$ cat config.mk
export PLATFORM = sky130hd
export DESIGN_NAME = set_region_counter
export DESIGN_NICKNAME = d
export VERILOG_FILES = /design/src/rtl/set_region_pkg.sv /design/src/rtl/set_point_member.sv /design/src/rtl/set_region_counter.sv
export SDC_FILE = /design/constraint.sdc
export NUM_CORES = 1
export LEC_CHECK = 0
export CAP_MARGIN = 20
export CORE_ASPECT_RATIO = 1.25
export CORE_MARGIN = 4
export CORE_UTILIZATION = 45
export DETAILED_ROUTE_END_ITERATION = 12
export PLACE_DENSITY = 0.75
export SLEW_MARGIN = 20
export SYNTH_ARGS = -nofsm -noshare
export SYNTH_HDL_FRONTEND = slang
export SYNTH_SLANG_ARGS = --single-unit
$ cat constraint.sdc
create_clock -name clk -period 11.85 [get_ports clk]
set_clock_uncertainty 0.05 [all_clocks]
set_input_delay 1.7775 -clock clk [delete_from_list [all_inputs] [get_ports clk]]
set_output_delay 1.7775 -clock clk [all_outputs]
set_load 0.01 [all_outputs]
$ cat src/rtl/set_region_pkg.sv
// Shared encodings for the lattice-set counter.
// Mode constants select the set expression; state_t is the scan FSM.
package set_region_pkg;

   localparam logic [1:0] MODE_A            = 2'b00;
   localparam logic [1:0] MODE_AND          = 2'b01;
   localparam logic [1:0] MODE_XOR          = 2'b10;
   localparam logic [1:0] MODE_TWO_OF_THREE = 2'b11;

   typedef enum logic [1:0] {
      IDLE = 2'b00,
      SCAN = 2'b01,
      DONE = 2'b10
   } state_t;

endpackage

$ cat src/rtl/set_point_member.sv
// Combinational point-in-circle test: (px-cx)^2 + (py-cy)^2 <= r^2.
// Widths grow so that no term is ever truncated.
module set_point_member #(
   parameter int COORD_W = 4
) (
   input  logic [COORD_W-1:0] i_px,
   input  logic [COORD_W-1:0] i_py,
   input  logic [COORD_W-1:0] i_cx,
   input  logic [COORD_W-1:0] i_cy,
   input  logic [COORD_W-1:0] i_r,
   output logic               o_hit
);

   logic [COORD_W-1:0]   w_dx;
   logic [COORD_W-1:0]   w_dy;
   logic [2*COORD_W-1:0] w_dx2;
   logic [2*COORD_W-1:0] w_dy2;
   logic [2*COORD_W-1:0] w_r2;
   logic [2*COORD_W:0]   w_sum;

   assign w_dx  = (i_px >= i_cx) ? (i_px - i_cx) : (i_cx - i_px);
   assign w_dy  = (i_py >= i_cy) ? (i_py - i_cy) : (i_cy - i_py);
   assign w_dx2 = (2*COORD_W)'(w_dx) * (2*COORD_W)'(w_dx);
   assign w_dy2 = (2*COORD_W)'(w_dy) * (2*COORD_W)'(w_dy);
   assign w_r2  = (2*COORD_W)'(i_r) * (2*COORD_W)'(i_r);
   assign w_sum = (2*COORD_W+1)'(w_dx2) + (2*COORD_W+1)'(w_dy2);
   assign o_hit = (w_sum <= (2*COORD_W+1)'(w_r2));

endmodule

$ cat src/rtl/set_region_counter.sv
// Scans every grid point once and counts hits of the selected
// set expression over up to three circles.
module set_region_counter
   import set_region_pkg::*;
#(
   parameter  int GRID_N  = 8,
   parameter  int COORD_W = 4,
   localparam int CNT_W   = $clog2(GRID_N*GRID_N+1)
) (
   input  logic                   clk,
   input  logic                   rst,
   input  logic                   en,
   input  logic [6*COORD_W-1:0]   central,
   input  logic [3*COORD_W-1:0]   radius,
   input  logic [1:0]             mode,
   output logic                   busy,
   output logic                   valid,
   output logic [CNT_W-1:0]       candidate
);

   localparam logic [COORD_W-1:0] LAST = COORD_W'(GRID_N);
   localparam logic [COORD_W-1:0] ONE  = COORD_W'(1);

   state_t               r_state;
   logic [6*COORD_W-1:0] r_cen;
   logic [3*COORD_W-1:0] r_rad;
   logic [1:0]           r_mode;
   logic [COORD_W-1:0]   r_px;
   logic [COORD_W-1:0]   r_py;
   logic [CNT_W-1:0]     r_cnt;

   logic w_ha;
   logic w_hb;
   logic w_hc;
   logic w_hit;

   set_point_member #(.COORD_W(COORD_W)) u_mem_a (
      .i_px  (r_px),
      .i_py  (r_py),
      .i_cx  (r_cen[6*COORD_W-1 -: COORD_W]),
      .i_cy  (r_cen[5*COORD_W-1 -: COORD_W]),
      .i_r   (r_rad[3*COORD_W-1 -: COORD_W]),
      .o_hit (w_ha)
   );

   set_point_member #(.COORD_W(COORD_W)) u_mem_b (
      .i_px  (r_px),
      .i_py  (r_py),
      .i_cx  (r_cen[4*COORD_W-1 -: COORD_W]),
      .i_cy  (r_cen[3*COORD_W-1 -: COORD_W]),
      .i_r   (r_rad[2*COORD_W-1 -: COORD_W]),
      .o_hit (w_hb)
   );

   set_point_member #(.COORD_W(COORD_W)) u_mem_c (
      .i_px  (r_px),
      .i_py  (r_py),
      .i_cx  (r_cen[2*COORD_W-1 -: COORD_W]),
      .i_cy  (r_cen[COORD_W-1 -: COORD_W]),
      .i_r   (r_rad[COORD_W-1 -: COORD_W]),
      .o_hit (w_hc)
   );

   always_comb begin
      w_hit = 1'b0;
      unique case (r_mode)
         MODE_A:            w_hit = w_ha;
         MODE_AND:          w_hit = w_ha & w_hb;
         MODE_XOR:          w_hit = w_ha ^ w_hb;
         MODE_TWO_OF_THREE: w_hit = (w_ha & w_hb & ~w_hc)
                                  | (w_ha & ~w_hb & w_hc)
                                  | (~w_ha & w_hb & w_hc);
         default:           w_hit = 1'b0;
      endcase
   end

   always_ff @(posedge clk or posedge rst) begin
      if (rst) begin
         r_state   <= IDLE;
         r_cen     <= '0;
         r_rad     <= '0;
         r_mode    <= MODE_A;
         r_px      <= ONE;
         r_py      <= ONE;
         r_cnt     <= '0;
         busy      <= 1'b0;
         valid     <= 1'b0;
         candidate <= '0;
      end else begin
         unique case (r_state)
            IDLE: begin
               if (en) begin
                  r_cen   <= central;
                  r_rad   <= radius;
                  r_mode  <= mode;
                  r_cnt   <= '0;
                  r_px    <= ONE;
                  r_py    <= ONE;
                  busy    <= 1'b1;
                  r_state <= SCAN;
               end
            end
            SCAN: begin
               r_cnt <= r_cnt + CNT_W'(w_hit);
               if (r_px == LAST) begin
                  r_px <= ONE;
                  // last point: fold its hit straight into the result
                  if (r_py == LAST) begin
                     candidate <= r_cnt + CNT_W'(w_hit);
                     valid     <= 1'b1;
                     r_state   <= DONE;
                  end else begin
                     r_py <= r_py + ONE;
                  end
               end else begin
                  r_px <= r_px + ONE;
               end
            end
            DONE: begin
               valid   <= 1'b0;
               busy    <= 1'b0;
               r_state <= IDLE;
            end
            default: r_state <= IDLE;
         endcase
      end
   end

endmodule

# Word-level counts from Yosys, hierarchy flattened
# Index checks and enable logic that the tools add are counted.
# word_totals
n_memories	0
latch_bits	0
ram_bits	0
regBits	64
wordCells	105
romBits	0
inputBits	41
# op_classes
n_bitwise	12
mux	24
eq_ne	11
reduce_logical	12
shifts	0
div	0
n_addsub	18
mul	9
order_cmp	9
# op_table
operator	n
$mul A4 B4 Y8	9
$sub A4 B4 Y4	12
$mux W4	10
$add A8 B8 Y9	3
$le A9 B8 Y1	3
$ge A4 B4 Y1	6
$pmux W4 S2	2
$pmux W7 S2	1
$reduce_and A3 Y1	3
$add A4 B1 Y4 const B	2
$eq A4 B4 Y1 const B	2
$ne A2 B2 Y1 const B	4
$add A7 B1 Y7	1
$mux W7	1
$and A1 B1 Y1	6
$eq A2 B2 Y1 const B	3
$mux W2	3
$reduce_and A2 Y1	3
$reduce_bool A2 Y1	3
$eq A2 B1 Y1 const B	2
$logic_not A2 Y1	2
$pmux W1 S2	2
$pmux W1 S4	1
$pmux W2 S2	1
5 further kinds	10

# Longest topological paths before layout
# logic_depth
word_depth	13
mapped_depth	39

# By module
# A second synthesis with hierarchy kept.
# hier_totals
cells_unflattened	852
hier_area_um2	7836.3
# by_module_without_submodules
mod	seq_area_each_um2	cells_each	area_per_inst_um2	n_inst
set_point_member	0.0	210	1661.6	3
set_region_counter	1604.0	222	2851.5	1

# Worst setup path before layout
# Ideal clock, no wire load.
# synth_timing
kind	reg2reg
startpoint	reg r_px[0]
endpoint	reg candidate[6]
required_time_ns	11.667
stages_incl_launch_ff	36
arrival_ns	7.786
slack_ns	3.881
period_less_slack_ns	7.969
n_path_buf	0
cell_sequence	dfstp_2 -> inv_1 -> ha_1 -> inv_1 -> fa_1 -> a21o_1 -> a21o_1 -> a21oi_2 -> mux2i_1 -> xor2_1 -> nand2b_1 -> fa_1 -> fa_1 -> fa_1 -> inv_1 -> fa_1 -> ha_1 -> fa_1 -> a21o_1 -> a21oi_1 -> xnor2_1 -> ha_1 -> a2111oi_0 -> a21oi_1 -> nor2_1 -> inv_1 -> ha_1 -> nor2_1 -> mux2i_1 -> mux2_2 -> ha_1 -> ha_1 -> and3_1 -> and3_1 -> xnor2_1 -> a21oi_1
# synth_via
elab_chain_len	12
elab_cells_between_ends	37
# synth_rtl
item	line	rtl
start: declaration	set_region_counter.sv:28	logic [COORD_W-1:0] r_px;
start signal: assignment	set_region_counter.sv:116	r_px <= r_px + ONE;
$sub A4 B4 Y4 or $ge A4 B4 Y1 (tied branches)	set_point_member.sv:21	assign w_dx = (i_px >= i_cx) ? (i_px - i_cx) : (i_cx - i_px);
$mux W4	set_point_member.sv:21	
$mul A4 B4 Y8	set_point_member.sv:23	assign w_dx2 = (2*COORD_W)'(w_dx) * (2*COORD_W)'(w_dx);
$add A8 B8 Y9	set_point_member.sv:26	assign w_sum = (2*COORD_W+1)'(w_dx2) + (2*COORD_W+1)'(w_dy2);
$le A9 B8 Y1	set_point_member.sv:27	assign o_hit = (w_sum <= (2*COORD_W+1)'(w_r2));
$not A1 Y1	set_region_counter.sv:71	| (w_ha & ~w_hb & w_hc)
$and A1 B1 Y1 (2 in series)	set_region_counter.sv:71	
$or A1 B1 Y1	set_region_counter.sv:71	
$or A1 B1 Y1	set_region_counter.sv:72	| (~w_ha & w_hb & w_hc);
$pmux W1 S4	set_region_counter.sv:66	unique case (r_mode)
$add A7 B1 Y7	set_region_counter.sv:109	candidate <= r_cnt + CNT_W'(w_hit);
end signal: assignment	set_region_counter.sv:109	
end: declaration	set_region_counter.sv:18	output logic [CNT_W-1:0] candidate
# Parallel ways exist; a longest one is shown, timed or not.
# A chain may end at the register's enable or synchronous reset.

# Worst setup path in the final report
# Ends and elaborated chain as after synthesis.

==> summary.txt <==
Status
  – Status: finished, final reports clean

Yosys
  – Sequential-to-total area share from yosys stat: 22.1%
  – Post-synthesis cell count: 793
  – Syn nets: 1015
  – Syn_area_per_cell: 9.16 um^2
  – Flops & latches, synth: 64
  – Synth warnings: 0
  – Largest cells by area after synthesis: ha_1, dfrtp_1, fa_1
  – Async SR Flop Fraction: 100%
  – Post-synth top flop: dfrtp_1
  – Top cell type's share of synthesized area: 23.3%
  – Biggest area consumer among synthesized cells: ha_1
  – Post-synth EDFFs: 0
  – Synthesized cell area: 7260 um^2
  – Number of distinct library cells after synthesis: 41

Drt
  – DRT Wirelength: 15000 um
  – DRT iter0 DRCs: 208
  – Drt via density: 5.10
  – Routed Antenna Nets: 0
  – Via count: 5421
  – Wire per inst: 14.1 um
  – Residual DRC: 0
  – DRT Pass-1 Iters: 4

Global routing
  – Antenna violations before repair: 0
  – Gr usage total: 17.8%
  – Largest net degree at the start of global routing: 65
  – First-pass GRT wire length: 26000 um
  – Total congestion overflow: 0
  – Number of global-route vias before repair: 5747

Layout
  – Final Util: 52.9%
  – Most common cell after layout, fill and taps aside: ha_1
  – N_diodes: 0
  – Layout cells sized above 1: 5.29%
  – Highest-count cells in the layout ignoring fill and taps: ha_1, inv_1, dfrtp_1
  – Area Growth Syn to Fin: 14.4%
  – Nets@finish: 1067
  – Final instance area: 8310 um^2

Floorplanning
  – Starting Density: 46.3%
  – # rows: 51
  – Chip width: 122 um
  – Core outline area: 15700 um^2
  – Die height: 150 um
  – Die ar.: 18200 um^2
  – I/O pins: 50

Clock network
  – Clk root buf: clkbuf_16
  – Worst skew pair latency: 0.35 ns
  – CTS buffer count: 9
  – Post-CTS resize count: 0
  – Hold Buf Count CTS: 0
  – Post-CTS repair timing setup buffer count: 0
  – CTS tree: built
  – Clk slew on worst S/H paths: 0.06 ns
  – Clock sinks: 64
  – Clk buf depth: 2
  – Max H-tree Level: 3

Critical path
  – Slowest CP cell: fa_1
  – Delay-heaviest family, CP: adder cells
  – CP Launch Type: flip-flop
  – Worst path buffer plus inverter count: 4
  – CP arrival: 8.80 ns
  – Worst Path Required: 12.03 ns
  – Worst setup EP type: flip-flop
  – Crit path kind: reg -> reg
  – Max incr delay on CP: 0.54 ns
  – Crit-path max FO: 6

Placed design
  – Placed cell area: 8000 um^2
  – Post-placement setup slack: 3.24 ns
  – GP Congestion: 0.867
  – Number of I/O port buffers: 49
  – HPWL after DPL: 11800 um

STA
  – Final Setup Violations: 0
  – Final TNS setup: 0 ns
  – Tightest Pin Transition: 0.851 ns
  – Final Max Tran Viols: 0
  – Max_slew headroom: 43.3%
  – RSZ-0062 raised after global routing: no
  – Max Fclk: 116 MHz
  – Final Hold Fails: 0
  – Final Critical Period: 8.62 ns
  – PnR worst setup slack: 3.23 ns
  – Fin crit share: 72.7%

Job
  – Max Cap Viol: 0

Hold path
  – Hold/Removal Path Class: reg -> reg
-- layout make-up --
class                           count  area (um^2)
Inverter                          132          495
Multi-Input combinational cell    586         5120
Fill cell                        1497         7390
Clock inverter                      6         67.6
Timing Repair Buffer               52          513
Tap cell                          212          265
Clock buffer                       10          239
Sequential cell                    64         1600
-- registers in the layout, summed over array words and instances (netlist names) --
register   count
busy           1
r_mode         2
r_px           4
r_state        2
r_py           4
valid          1
candidate      7
r_cen         24
r_cnt          7
r_rad         12
-- cells by family after synthesis --
kind of cell | after synthesis | synth area share, %
compound gates | 156 | 13.2
xor+xnor | 39 | 4.70
fa+ha+maj | 181 | 35.9
buf+inv | 143 | 7.46
flops | 64 | 22.1
mux | 35 | 5.13
simple gates | 175 | 11.5
-- Yosys cell counts (2+ instances only) --
| master | instances |
|---|---|
| o21bai_1 | 7 |
| mux2i_1 | 17 |
| o211ai_1 | 3 |
| inv_1 | 132 |
| nand2_1 | 52 |
| nand3_1 | 8 |
| o21a_1 | 3 |
| nand4b_1 | 3 |
| clkbuf_1 | 7 |
| a31o_2 | 2 |
| nor2_1 | 51 |
| nor2b_1 | 9 |
| fa_1 | 46 |
| nand2b_1 | 23 |
| a21oi_2 | 2 |
| o22ai_1 | 4 |
| ha_1 | 135 |
| a21oi_1 | 43 |
| nor3_1 | 4 |
| a211o_1 | 4 |
| dfstp_2 | 2 |
| xor2_1 | 15 |
| mux2_2 | 18 |
| buf_2 | 4 |
| and2_1 | 15 |
| nand4_1 | 3 |
| o31ai_1 | 4 |
| dfrtp_1 | 62 |
| and3_1 | 3 |
| a211oi_1 | 5 |
| xnor2_1 | 24 |
| a21o_1 | 30 |
| a31oi_1 | 3 |
| o21ai_0 | 43 |
-- worst paths after layout --
check                               startpoint                       end  slack [ns]  cells past startpoint
max                        r_px[0]$_DFFE_PP1P_  candidate[6]$_DFFE_PP0P_        3.23                     35
min                          valid$_DFFE_PP0P_         valid$_DFFE_PP0P_        0.43                      1
max reg2reg                r_px[0]$_DFFE_PP1P_  candidate[6]$_DFFE_PP0P_        3.23                     35
min reg2reg                  valid$_DFFE_PP0P_         valid$_DFFE_PP0P_        0.43                      1
max in group asynchronous                  rst      r_rad[4]$_DFFE_PP0P_        9.24                      3
min in group asynchronous                  rst      r_cen[0]$_DFFE_PP0P_        1.94                      3
-- routing by layer --
layer	GRT usage (%)	vias up	wire length, um
met5	0	-	0
met4	5.94	0	286
met3	3.36	22	387
met2	32.6	66	7830
met1	20.8	2602	6510
li1	-	2731	-
-- stage by stage --
| step | hold slack, ns | std cells |
|---|---|---|
| floorplan | 0.421 | 793 |
| global placement | 0.418 | 1046 |
| global route | 0.464 | 1062 |
| CTS | 0.433 | 1062 |
| detailed placement | 0.419 | 1046 |
| finish | 0.431 | 1062 |
Power is left out: the tool's default activity adds up to more than one toggle a clock period on the data nets, which glitch-free logic cannot reach.
